==> src/rtl/spi_echo_slave_p.sv <==
// SPI slave that echoes each received word plus an increment as the next reply.
// Configurable width, SPI mode and bit order. Flags partial words when cs rises
// mid-word, counts complete words and drives a below-threshold LED.
module spi_echo_slave_p #(
   parameter int unsigned WIDTH      = 8,
   parameter bit          CPOL       = 1'b0,
   parameter bit          CPHA       = 1'b0,
   parameter bit          MSB_FIRST  = 1'b1,
   parameter int unsigned INC        = 1,
   parameter logic [31:0] TX_INIT    = 32'h0000_00C3,
   parameter logic [31:0] LED_THRESH = 32'h0000_0080
) (
   input  logic             clk,
   input  logic             rst,
   input  logic             cs,
   input  logic             sck,
   input  logic             mosi,
   output logic             miso,
   output logic [WIDTH-1:0] rxd_out,
   output logic             rxd_flag,
   output logic             led_state,
   output logic             frame_err,
   output logic [15:0]      word_cnt
);

   localparam int unsigned CW = $clog2(WIDTH + 1);

   typedef enum logic {IDLE, SHIFT} state_t;

   state_t           state;
   logic [2:0]       cs_sr;
   logic [2:0]       sck_sr;
   logic [1:0]       mosi_sr;
   logic [WIDTH-1:0] tx_word;
   logic [WIDTH-1:0] tx_shift;
   logic [WIDTH-1:0] rx_shift;
   logic [CW-1:0]    bit_cnt;
   logic [CW-1:0]    tx_pos;

   logic             cs_fall_c, cs_rise_c;
   logic             sample_c, drive_c;
   logic             word_done_c;
   logic [WIDTH-1:0] rx_next_c;
   logic [WIDTH-1:0] tx_reply_c;
   logic [CW-1:0]    tx_idx_c;
   logic             drive_bit_c;
   logic             first_bit_c;

   // Synchronise async SPI inputs; cs flops reset low so a cs already low
   // after reset is never mistaken for a fresh frame start.
   always_ff @(posedge clk or posedge rst) begin
      if (rst) begin
         cs_sr   <= '0;
         sck_sr  <= {3{CPOL}};
         mosi_sr <= '0;
      end else begin
         cs_sr   <= {cs_sr[1:0], cs};
         sck_sr  <= {sck_sr[1:0], sck};
         mosi_sr <= {mosi_sr[0], mosi};
      end
   end

   // Edge classification, next receive word and outgoing bit selection.
   always_comb begin
      logic sck_rise, sck_fall, lead, trail;
      sck_rise    = sck_sr[1] & ~sck_sr[2];
      sck_fall    = ~sck_sr[1] & sck_sr[2];
      lead        = CPOL ? sck_fall : sck_rise;
      trail       = CPOL ? sck_rise : sck_fall;
      sample_c    = CPHA ? trail : lead;
      drive_c     = CPHA ? lead : trail;
      cs_fall_c   = ~cs_sr[1] & cs_sr[2];
      cs_rise_c   = cs_sr[1] & ~cs_sr[2];
      rx_next_c   = MSB_FIRST ? ((rx_shift << 1) | WIDTH'(mosi_sr[1]))
                              : ((rx_shift >> 1) | (WIDTH'(mosi_sr[1]) << (WIDTH - 1)));
      tx_reply_c  = rx_next_c + WIDTH'(INC);
      word_done_c = sample_c && (bit_cnt == CW'(WIDTH - 1));
      tx_idx_c    = MSB_FIRST ? (CW'(WIDTH - 1) - tx_pos) : tx_pos;
      drive_bit_c = |(tx_shift & (WIDTH'(1) << tx_idx_c));
      first_bit_c = |(tx_word & (MSB_FIRST ? (WIDTH'(1) << (WIDTH - 1)) : WIDTH'(1)));
   end

   // Frame FSM: shifting, word completion, reply reload and abort detection.
   always_ff @(posedge clk or posedge rst) begin
      if (rst) begin
         state     <= IDLE;
         miso      <= 1'b0;
         rxd_out   <= '0;
         rxd_flag  <= 1'b0;
         led_state <= 1'b0;
         frame_err <= 1'b0;
         word_cnt  <= '0;
         tx_word   <= WIDTH'(TX_INIT);
         tx_shift  <= '0;
         rx_shift  <= '0;
         bit_cnt   <= '0;
         tx_pos    <= '0;
      end else begin
         rxd_flag  <= 1'b0;
         frame_err <= 1'b0;
         case (state)
            IDLE: begin
               miso <= 1'b0;
               if (cs_fall_c) begin
                  state    <= SHIFT;
                  bit_cnt  <= '0;
                  tx_shift <= tx_word;
                  if (!CPHA) begin
                     miso   <= first_bit_c;
                     tx_pos <= CW'(1);
                  end else begin
                     tx_pos <= '0;
                  end
               end
            end
            SHIFT: begin
               if (sample_c) begin
                  rx_shift <= rx_next_c;
                  if (word_done_c) begin
                     rxd_out   <= rx_next_c;
                     rxd_flag  <= 1'b1;
                     word_cnt  <= word_cnt + 16'd1;
                     led_state <= (32'(rx_next_c) < LED_THRESH);
                     tx_word   <= tx_reply_c;
                     tx_shift  <= tx_reply_c;
                     tx_pos    <= '0;
                     bit_cnt   <= '0;
                  end else begin
                     bit_cnt <= bit_cnt + CW'(1);
                  end
               end else if (drive_c && (tx_pos < CW'(WIDTH))) begin
                  miso   <= drive_bit_c;
                  tx_pos <= tx_pos + CW'(1);
               end
               if (cs_rise_c) begin
                  state <= IDLE;
                  miso  <= 1'b0;
                  if (!word_done_c && ((bit_cnt != '0) || sample_c))
                     frame_err <= 1'b1;
               end
            end
            default: state <= IDLE;
         endcase
      end
   end

endmodule
==> config.mk <==
export PLATFORM = sky130hd
export DESIGN_NAME = spi_echo_slave_p
export DESIGN_NICKNAME = d
export VERILOG_FILES = /design/src/rtl/spi_echo_slave_p.sv
export SDC_FILE = /design/constraint.sdc
export NUM_CORES = 1
export LEC_CHECK = 0
export ABC_AREA = 1
export CAP_MARGIN = 20
export CELL_PAD_IN_SITES_DETAIL_PLACEMENT = 0
export CELL_PAD_IN_SITES_GLOBAL_PLACEMENT = 1
export CORE_MARGIN = 2
export CORE_UTILIZATION = 42
export CTS_CLUSTER_DIAMETER = 50
export DETAILED_ROUTE_END_ITERATION = 12
export GPL_TIMING_DRIVEN = 0
export HOLD_SLACK_MARGIN = 0.15
export PLACE_DENSITY = 0.77
export SLEW_MARGIN = 20
export SYNTH_ARGS = -nofsm -noshare
export SYNTH_HDL_FRONTEND = slang
export SYNTH_SLANG_ARGS = --single-unit
==> constraint.sdc <==
create_clock -name clk -period 2.2 [get_ports clk]
set_clock_uncertainty 0.1 [all_clocks]
set_input_delay 0.22 -clock clk [delete_from_list [all_inputs] [get_ports clk]]
set_output_delay 0.22 -clock clk [all_outputs]
set_load 0.05 [all_outputs]
Yosys cells after proc, flatten, opt, wreduce, memory -nomap -nowiden

Cells that the tools add are included.

Word-level logic and storage cells: 82
Output and inout bits: 28
Register bits: 68

Equality and inequality tests: 8
Shift-type cells: 1
$add $sub $neg: 5
Reductions and logical operators: 13
Bitwise gates (word level): 11
$lt $le $gt $ge: 2
Multiplexer cells: 27

Operators by type and width:

| cell                                                                    | count |
|---|---|
| 4-bit two-way mux                                                       | 7 |
| 8-bit two-way mux                                                       | 3 |
| 16-bit by 1-bit adder with 16-bit output, second input constant         | 1 |
| 4-bit one-hot mux with 2 select lines                                   | 2 |
| 8-bit one-hot mux with 2 select lines                                   | 1 |
| 1-bit two-way mux                                                       | 12 |
| 3-bit AND reduction                                                     | 3 |
| 4-bit by 1-bit adder with 4-bit output, second input constant           | 2 |
| 8-bit by 1-bit adder with 8-bit output, second input constant           | 1 |
| 8-bit bitwise AND                                                       | 1 |
| 8-bit less-than comparator, second input constant                       | 1 |
| 8-bit by 1-bit OR with 8-bit output                                     | 1 |
| 8-bit OR reduction                                                      | 1 |
| 1-bit by 4-bit left shift with 8-bit output, first input constant       | 1 |
| 3-bit by 1-bit inequality test with 1-bit output, second input constant | 2 |
| 2-bit AND reduction                                                     | 3 |
| 1-bit NOT                                                               | 5 |
| 1-bit bitwise AND                                                       | 4 |
| 4-bit by 3-bit equality test with 1-bit output, second input constant   | 1 |
| 4-bit less-than comparator, second input constant                       | 1 |
| 2-bit by 1-bit inequality test with 1-bit output, second input constant | 2 |
| 1-bit one-hot mux with 2 select lines                                   | 2 |
| 4-bit nonzero test                                                      | 1 |
| 3-bit by 4-bit subtractor with 4-bit output, first input constant       | 1 |
| other kinds (6)                                                         | 8 |

Longest topological paths before layout

Depth after elaboration: 8
Depth in mapped cells: 9

Worst setup path before layout

OpenSTA, ideal clock, no wires.

Kind: register to register
Start: register word_cnt[0]
End: register word_cnt[12]
Setup slack: 0.362 ns
Setup time: 0.119 ns
Arrival: 1.618 ns
Cell stages (with the launch flop): 9
Path buffers: 0
Cell sequence: dfrtp_1 ha_1 nand3_1 nor2_1 nand2_2 nor2_2 nand2_1 nand2_1 nand2_1

Longest elaborated chain between the ends: 1

RTL lines:

| what                                     | line | text |
|---|---|---|
| from (decl)                              | 23   | `output logic [15:0] word_cnt` |
| from (signal assigned)                   | 122  | `word_cnt <= word_cnt + 16'd1;` |
| 16-bit by 1-bit adder with 16-bit output | 122  |  |

Every way passes these cells.
A chain may end at the register's enable or synchronous reset.

Final worst setup path

Start: register word_cnt[0]
End: output port word_cnt[0]

No word-level cell between the ends.

==> flow_metrics.py <==
metrics = {
    "sta": {
        "max_clock_freq_mhz": 512,
        "min_period_over_period": 0.888,
        "slew_headroom": 0.668,
        "setup_violations": 0,
        "grt_setup_unrepaired": "no",
        "final-hold-violation-count": 0,
        "timing_max_transition_violations_final": 0,
        "worst_hold_slack_ns": 0.208,
        "worstMarginPinSlew_ns": 0.497,
        "min_period_ns": 1.95,
    },
    "layout": {
        "finalNonFillerCells": 529,
        "insertedDiodeCount": 0,
        "drive_above_1_share": 0.0791,
        "layout.cells.most_common_list": "sky130_fd_sc_hd__nand2_1 (128), sky130_fd_sc_hd__dfrtp_1 (64), sky130_fd_sc_hd__inv_1 (40)",
        "final_common_cell": "sky130_fd_sc_hd__nand2_1",
        "post-route-cell-area_mm2": 0.00385,
        "num-nets-final": 440,
        "areaGrowthSynthToFinish_pct": 20.7,
    },
    "die": {
        "die-width_um": 91.2,
        "design.die.area_mm2": 0.00832,
        "core_area_mm2": 0.00729,
        "vert_die_dim_um": 91.2,
        "placement_rows": 31,
        "start_util": 0.438,
        "ios": 33,
    },
    "placement": {
        "detailed_place_hpwl_mm": 4.81,
        "numPlacedInstances": 512,
        "detailed_place.area_mm2": 0.00366,
        "io_buffers": 32,
        "place_congestion": 0.785,
    },
    "route": {
        "drt_iter0_drc": 145,
        "routedLengthMet1_mm": 3.29,
        "post-route-drc-count": 0,
        "routed-wl-met2_mm": 2.98,
        "highest-signal-layer": "met4",
        "drt_first_pass_iters": 4,
        "route.met3.wl_um": 230,
        "route.detailed.wl_per_inst_um": 12.6,
        "detailroute.via_count": 2500,
        "viasPerCell": 4.73,
        "final_antenna_net_count": 0,
        "drt_wl_total_mm": 6.65,
    },
    "clock_tree": {
        "cts_made_buffers": 9,
        "cts_setup_buffers": 0,
        "clock_tree_buf_depth": 2,
        "clock_latency_ns": 0.35,
        "cts-htree-levels": 3,
        "cts.sink_count": 68,
        "tritoncts": "built",
        "cts.repair.resized": 0,
        "root_buffer_master": "sky130_fd_sc_hd__clkbuf_8",
        "clk_pin_slew_ns": 0.07,
    },
    "synth": {
        "synth_seq_area_share": 0.534,
        "syn_avg_cell_area_um2": 8.41,
        "synthesis.nets": 395,
        "yosys.cell_types.count": 30,
        "synth_area_mm2": 0.00319,
        "ys.warnings.count": 0,
        "post_synthesis_cells": 380,
        "number_of_flip_flops_and_latches_in_the_synthesized_netlist": 68,
    },
    "global_route": {
        "antenna_violations_before_repair": 0,
        "first_pass_grt_wire_length_mm": 12.0,
        "largest_net_degree_at_the_start_of_global_routing": 36,
        "globalRoute.totalOverflow": 0,
        "grt_usage": 0.182,
        "first_global_vias": 2456,
    },
    "status": {
        "outcome": "finished clean",
    },
    "setup_path": {
        "critical_path_buf_inv_count": 1,
        "crit_slowest_cell": "sky130_fd_sc_hd__clkdlybuf4s50_1",
        "startpoint_type": "flop",
        "path_cells": "clkdlybuf4s50_1",
        "timing.critical_path.slowest_cell_delay_ns": 0.84,
        "rrSetupSlack_ns": 0.53,
        "end_kind": "primary output",
        "worst-endpoint-arrival_ns": 1.63,
        "crit_fanout": 5,
        "timing_worst_setup_path_type": "reg2out",
        "required_ns": 1.88,
        "crit_family": "buffers and inverters",
    },
    "power": {
        "cellLeakagePower_nw": 1.85,
        "vdd_ir_drop_max_uv": 387,
        "pwr_density_cell_mw_per_mm2": 800,
        "fin_total_pwr_mw": 3.09,
    },
    "hold_path": {
        "hp-class": "in2reg",
    },
    "flow_run": {
        "drv.max_cap_violation_count": 0,
    },
}
-- state kept, by name, summed over array words and instances (netlist names), 2 cells and up --
signal,cells
tx_shift,8
tx_word,8
rx_shift,7
rxd_out,8
word_cnt,16
tx_pos,4
bit_cnt,4
mosi_sr,2
sck_sr,3
cs_sr,3
-- final timing paths --
check	to	cells after the start	startpoint
hold reg to reg	cs_sr[1]	0	cs_sr[0]
setup / recovery	word_cnt[0]	1	word_cnt[0]
hold / removal	sck_sr[0]	1	sck
max in group asynchronous	tx_word[7]	4	rst
setup reg to reg	word_cnt[12]	8	bit_cnt[0]
min in group asynchronous	bit_cnt[3]	3	rst
-- stage by stage --
stage               worst slack [ns]   util  setup TNS (ns)
finish                         0.246  0.529               0
global route                   0.181  0.529               0
CTS                            0.225  0.529               0
detailed placement             0.499  0.502               0
global placement               -1.06  0.499          -69.11
floorplan                      0.175      -               0
-- synthesized netlist by cell type, drive strengths merged --
master	n	area, µm²
nand4	3	18.8
a21oi	7	35.0
dfrtp	64	1600
nor2	39	168
o22ai	1	6.26
o211ai	2	15.0
o21ai	31	159
a31oi	1	6.26
clkbuf	2	7.51
dfstp	4	105
nor3	1	5.00
nand2	129	487
buf	6	35.0
xor2	4	35.0
o21bai	1	7.51
o21a	3	22.5
nand3b	3	22.5
nand3	21	123
inv	42	158
xnor2	6	52.6
ha	10	125
-- cells by family after synthesis --
family | after synthesis | synth area share
buffers and inverters | 50 | 0.0627
AOI/OAI and AO/OA | 46 | 0.0787
DFF | 68 | 0.534
adders and majority gates | 10 | 0.0392
xor gates and xnor gates | 10 | 0.0274
and+or+nand+nor | 196 | 0.258
-- metal layers --
| metal | global-route usage | up-vias |
|---|---|---|
| met5 | 0 | - |
| met4 | 0.0871 | 0 |
| met3 | 0.0349 | 11 |
| met2 | 0.280 | 36 |
| met1 | 0.250 | 1168 |
| li1 | - | 1285 |
-- area by class of cell --
type,instances,area (µm²)
Clock buffer,11,131
Buffer,8,42.5
Tap cell,99,124
Inverter,42,160
Timing Repair Buffer,34,350
Multi-Input combinational cell,262,1290
Clock inverter,5,52.6
Sequential cell,68,1710
Fill cell,743,3440
-- where the power goes --
part | internal [mW] | switching, mW | leakage [nW] | total (mW)
combinational | 0.198 | 0.343 | 0.860 | 0.541
clock | 0.518 | 0.471 | 0.0931 | 0.989
sequential | 1.40 | 0.158 | 0.897 | 1.56
-- what timing repair did --
item / CTS / global route
endpoints found under the setup margin: 0 / 0
endpoints found under the hold margin: 20 / 0
hold buffers: 1 / 0
Power figures use the tool's default switching activity.
